===== config.mk =====
export PLATFORM = sky130hd
export DESIGN_NAME = rat_path_follower
export DESIGN_NICKNAME = d
export VERILOG_FILES = /design/src/rtl/rat_pkg.sv /design/src/rtl/rat_coord_step.sv /design/src/rtl/rat_path_follower.sv
export SDC_FILE = /design/constraint.sdc
export NUM_CORES = 1
export LEC_CHECK = 0
export BUFFER_PORTS_ARGS = -buffer_cell sky130_fd_sc_hd__buf_2
export CORE_UTILIZATION = 58
export CTS_BUF_LIST = sky130_fd_sc_hd__clkbuf_2
export DETAILED_ROUTE_END_ITERATION = 16
export HOLD_SLACK_MARGIN = 0.05
export PLACE_DENSITY = 0.89
export SLEW_MARGIN = 10
export SYNTH_ARGS = -nofsm -noshare
export SYNTH_HDL_FRONTEND = slang
export SYNTH_HIERARCHICAL = 1
export SYNTH_SLANG_ARGS = --single-unit

===== constraint.sdc =====
create_clock -name clk -period 2.74 [get_ports clk]
set_clock_uncertainty 0.05 [all_clocks]
set_input_delay 0.411 -clock clk [delete_from_list [all_inputs] [get_ports clk]]
set_output_delay 0.411 -clock clk [all_outputs]
set_load 0.02 [all_outputs]

===== src/rtl/rat_pkg.sv =====
// Shared types for the rat-maze path follower: move encoding, error
// cause codes and the replay FSM state encoding.
package rat_pkg;

  typedef enum logic [1:0] {
    MV_XDEC = 2'b00,
    MV_YINC = 2'b01,
    MV_YDEC = 2'b10,
    MV_XINC = 2'b11
  } move_t;

  typedef enum logic [2:0] {
    ERR_NONE  = 3'd0,
    ERR_OOB   = 3'd1,
    ERR_WALL  = 3'd2,
    ERR_OVF   = 3'd3,
    ERR_SHORT = 3'd4,
    ERR_LONG  = 3'd5
  } err_t;

  typedef enum logic [2:0] {
    S_IDLE,
    S_WAIT_MOVE,
    S_READ,
    S_EVAL,
    S_DONE,
    S_ERROR
  } state_t;

endpackage


===== src/rtl/rat_coord_step.sv =====
// One grid step: candidate coordinate for a move plus an out-of-grid flag.
// nx/ny wrap when oob is set and must not be used in that case.
module rat_coord_step
  import rat_pkg::*;
#(
  parameter int COORD_W = 4
) (
  input  logic [COORD_W-1:0] x,
  input  logic [COORD_W-1:0] y,
  input  move_t              move,
  output logic [COORD_W-1:0] nx,
  output logic [COORD_W-1:0] ny,
  output logic               oob
);

  // Apply the move and flag any step off the edge of the grid
  always_comb begin
    nx  = x;
    ny  = y;
    oob = 1'b0;
    unique case (move)
      MV_XDEC: begin
        oob = (x == '0);
        nx  = x - COORD_W'(1);
      end
      MV_YINC: begin
        oob = (y == '1);
        ny  = y + COORD_W'(1);
      end
      MV_YDEC: begin
        oob = (y == '0);
        ny  = y - COORD_W'(1);
      end
      MV_XINC: begin
        oob = (x == '1);
        nx  = x + COORD_W'(1);
      end
    endcase
  end

endmodule


===== src/rtl/rat_path_follower.sv =====
// Replays the solver's move stream from (0,0), checking each target cell
// against the maze map, and reports DONE on an exact finish at the goal
// corner or ERROR with a cause code.
module rat_path_follower
  import rat_pkg::*;
#(
  parameter int COORD_W   = 4,
  parameter int STEP_W    = 8,
  parameter int MAX_STEPS = 255
) (
  input  logic               clk,
  input  logic               rst,
  input  logic               start,
  input  logic               move_valid,
  input  logic [1:0]         move,
  input  logic               move_last,
  output logic               move_ready,
  output logic [COORD_W-1:0] rd_x,
  output logic [COORD_W-1:0] rd_y,
  input  logic               rd_data,
  output logic [COORD_W-1:0] cur_x,
  output logic [COORD_W-1:0] cur_y,
  output logic [STEP_W-1:0]  step_count,
  output logic               busy,
  output logic               done,
  output logic               error,
  output logic [2:0]         err_code
);

  state_t             state, state_nxt;
  logic [COORD_W-1:0] nxt_x, nxt_y;
  logic [COORD_W-1:0] step_x, step_y;
  logic               step_oob;
  logic               last_q;
  logic               restart, accept, ovf, goal;

  rat_coord_step #(.COORD_W(COORD_W)) u_step (
    .x    (cur_x),
    .y    (cur_y),
    .move (move_t'(move)),
    .nx   (step_x),
    .ny   (step_y),
    .oob  (step_oob)
  );

  // start only counts when no replay is running
  assign restart = start && (state == S_IDLE || state == S_DONE || state == S_ERROR);
  assign accept  = (state == S_WAIT_MOVE) && move_valid;
  assign ovf     = (step_count == STEP_W'(MAX_STEPS));
  assign goal    = (&nxt_x) && (&nxt_y);

  // State register
  always_ff @(posedge clk or posedge rst) begin
    if (rst) state <= S_IDLE;
    else     state <= state_nxt;
  end

  // Next-state logic; overflow and bounds are resolved without a map read
  always_comb begin
    state_nxt = state;
    unique case (state)
      S_IDLE, S_DONE, S_ERROR: if (restart) state_nxt = S_WAIT_MOVE;
      S_WAIT_MOVE: begin
        if (accept) begin
          if (ovf || step_oob) state_nxt = S_ERROR;
          else                 state_nxt = S_READ;
        end
      end
      S_READ: state_nxt = S_EVAL;
      S_EVAL: begin
        if (rd_data)              state_nxt = S_ERROR;
        else if (goal && last_q)  state_nxt = S_DONE;
        else if (goal || last_q)  state_nxt = S_ERROR;
        else                      state_nxt = S_WAIT_MOVE;
      end
      default: state_nxt = S_IDLE;
    endcase
  end

  // Outputs decoded from state; the map address points at the candidate
  // cell only while its read is in flight
  always_comb begin
    move_ready = (state == S_WAIT_MOVE);
    busy       = (state == S_WAIT_MOVE) || (state == S_READ) || (state == S_EVAL);
    done       = (state == S_DONE);
    error      = (state == S_ERROR);
    if (state == S_READ || state == S_EVAL) begin
      rd_x = nxt_x;
      rd_y = nxt_y;
    end else begin
      rd_x = cur_x;
      rd_y = cur_y;
    end
  end

  // Position, step counter, candidate latch and error cause
  always_ff @(posedge clk or posedge rst) begin
    if (rst) begin
      cur_x      <= '0;
      cur_y      <= '0;
      nxt_x      <= '0;
      nxt_y      <= '0;
      last_q     <= 1'b0;
      step_count <= '0;
      err_code   <= ERR_NONE;
    end else begin
      unique case (state)
        S_IDLE, S_DONE, S_ERROR: begin
          if (restart) begin
            cur_x      <= '0;
            cur_y      <= '0;
            step_count <= '0;
            err_code   <= ERR_NONE;
          end
        end
        S_WAIT_MOVE: begin
          if (accept) begin
            if (ovf) begin
              err_code <= ERR_OVF;
            end else if (step_oob) begin
              err_code <= ERR_OOB;
            end else begin
              nxt_x  <= step_x;
              nxt_y  <= step_y;
              last_q <= move_last;
            end
          end
        end
        S_EVAL: begin
          if (rd_data) begin
            err_code <= ERR_WALL;
          end else begin
            cur_x      <= nxt_x;
            cur_y      <= nxt_y;
            step_count <= step_count + STEP_W'(1);
            if (goal && !last_q)      err_code <= ERR_LONG;
            else if (!goal && last_q) err_code <= ERR_SHORT;
          end
        end
        default: ;
      endcase
    end
  end

endmodule

==> impl_metrics.ini <==
[run_status]
status = finished, final reports clean

[floorplan]
ioPinCount = 39
die_w_um = 62.88
die_h_um = 62.88
start_util = 0.6245
dieArea_um2 = 3954
rows = 21
core_um2 = 3442

[synthesis]
ys_ff_latch = 31
synth_area_leaders = dfrtp_1, mux2_2, ha_1
synth_area_um2 = 2150
syn_area_per_cell_um2 = 9.771
syn-instance-count = 220
synth.top_cells.by_count = dfrtp_1, nand2_1, mux2_2, o21ai_0, ha_1
synth_cell_types = 55
synth-async-reset-ratio = 1.000
seq_area_frac_synth = 0.3609
synth_fp_nets = 242
synth-main-ff-cell = dfrtp_1
yosysMostFrequentCell = dfrtp_1
yosys.area.top_type = dfrtp_1
synth-edff-count = 0
synth_warnings = 6
synth_top_area_share = 0.3609

[critical_path]
slowest_delay_ns = 0.66
startpoint_type = flop
reg2reg_slack_ns = 0.65
arrival_ns = 1.97
crit_buf_inv = 1
worst_setup_path_end_kind = output pin
worst-r2r-cell-count = 7
cp_top_family = flip-flops
path_class = reg2out
r2r_start = cur_x[0]
r2r_end = nxt_y[0]
crit_fanout = 13
crit_required_ns = 2.28
crit_chain = nand2b_1, mux2_2, buf_2
critPathSlowestCell = dfrtp_1

[clock_tree]
clk_latency_ns = 0.38
ctsResizeCount = 0
cts_made_buffers = 5
clock_sink_count = 31
clk_pin_slew_worst_paths_ns = 0.17
htree_levels = 2
holdBufCountCts = 0
cts_tree = yes
cts_root_buf = clkbuf_2
clockBufferDepth = 2
cts_setup_buffers = 0

[placement]
dpl.hpwl_um = 3533
place.gp.congestion = 0.8592
io_buffer_count = 38
place_area_um2 = 2370

[drt]
vias = 1831
via_per_inst = 5.945
totalWireLength_um = 4894
drc = 0
drt-initial-drc-count = 144
dr.pass1.iters = 4
antenna_left = 0
wl_per_cell_um = 15.89

[pwr]
p_leak_nw = 1.182
vdd_drop_max_mv = 0.4871
p_per_area_nw_per_um2 = 869.3

[timing]
drv_slew = 0
tns_ns = 0
rsz0062_at_grt = false
finalCritPeriodShare = 0.8854
setup_viol = 0
hold_violations = 0
fmax_mhz = 412.2
worst_slew_pin_slew_ns = 0.7556
min_period_ns = 2.426
max_slew_margin = 0.4962

[global_route]
grt_pass1_wl_um = 8238
overflow = 0
grt_max_degree = 32
grt_pass1_vias = 1740
grt_antenna_before_repair = 0
grtUsageTotal = 0.2691

[cells_and_area]
utilization = 0.7070
finalNetCount = 283
drive_gt1_frac = 0.2901
syn2layout_area_growth_pct = 13.21
antenna_cells = 0
nFillCells = 266
stdcell_area_um2 = 2434

[run]
cap_violations = 0

[min_path]
min_path_type = in2async
## power breakdown
part           internal (mW)  total (mW)  switching [mW]
combinational          0.429        1.01           0.586
clock                  0.150       0.318           0.168
sequential             0.588       0.783           0.195
## sequential cells by signal, indices dropped and copies added, names as in the netlist
| name | count |
|---|---|
| nxt_y | 4 |
| err_code | 3 |
| cur_x | 4 |
| step_count | 8 |
| last_q | 1 |
| nxt_x | 4 |
| state | 3 |
| cur_y | 4 |
## worst max-delay path by stage
stage	cells past startpoint	slack [ns]	to	start
after floorplan	9	0.52	last_q	move[0]
after global placement	8	0.38	nxt_x[3]	move[1]
after detailed placement	8	0.31	nxt_x[3]	move[1]
after CTS	3	0.37	rd_x[2]	state[1]
after global routing	3	0.29	rd_y[3]	state[1]
final	3	0.31	rd_x[2]	state[1]
## worst reg2reg max path, cell delays in order (launching register included)
cell	delay, ns
dfrtp_1	0.53
nand4_1	0.14
a22oi_1	0.09
o31a_1	0.29
a21oi_1	0.17
and3_1	0.17
buf_4	0.18
mux2_2	0.36
## per-stage QoR
step,power (mW),setup slack (ns),hold WS [ns],cells
2_1_floorplan,1.531,0.5239,0.4341,220
3_3_place_gp,1.756,0.3750,0.4215,300
3_5_place_dp,1.793,0.3099,0.4299,300
4_1_cts,2.111,0.3674,0.05361,308
5_1_grt,2.254,0.2883,0.05777,308
6_report,2.116,0.3139,0.03171,308
## logic make-up after synthesis
group,synth area share
adders and majority gates,0.08498
buffers and inverters,0.04773
muxes,0.1292
and+or+nand+nor,0.2189
DFF,0.3609
xor gates and xnor gates,0.03260
AOI/OAI and AO/OA,0.1257
## cell usage in the layout, fill, tap and decap left out, drive strengths merged, types with 2 or more instances in the layout
master   netlist  final
a211oi         2      2
a21oi          9      9
a31oi          2      2
and2           3      3
and3           2      2
buf            9     44
clkbuf         1      5
clkinv         0      2
dfrtp         31     31
ha            13     13
inv            8      8
mux2          22     22
mux2i          3      3
nand2         25     25
nand2b         4      4
nand3          5      5
nand3b         7      7
nand4          5      5
nand4bb        2      2
nor2          12     12
nor2b          2      2
nor3           3      3
o211ai         2      2
o21ai         14     14
o41ai          2      2
or4            2      2
xnor2          2      2
xor2           6      6
## per-layer routing
layer / GRT usage / wire (µm) / share of wire
met2: 0.4462 / 2418 / 0.49
met5: 0 / 0 / 0
met4: 0.1134 / 99 / 0.020
met3: 0.05839 / 206 / 0.042
met1: 0.3353 / 2169 / 0.44
## area by class of cell
| class | instances | area (µm²) | area share |
|---|---|---|---|
| Clock buffer | 5 | 25.02 | 0.01028 |
| Clock inverter | 3 | 38.79 | 0.01594 |
| Inverter | 8 | 30.03 | 0.01234 |
| Multi-Input combinational cell | 171 | 1271 | 0.5224 |
| Sequential cell | 31 | 775.7 | 0.3188 |
| Tap cell | 46 | 57.56 | 0.02365 |
| Timing Repair Buffer | 44 | 235.2 | 0.09666 |
Note: power is estimated with default switching activity, not from simulation.
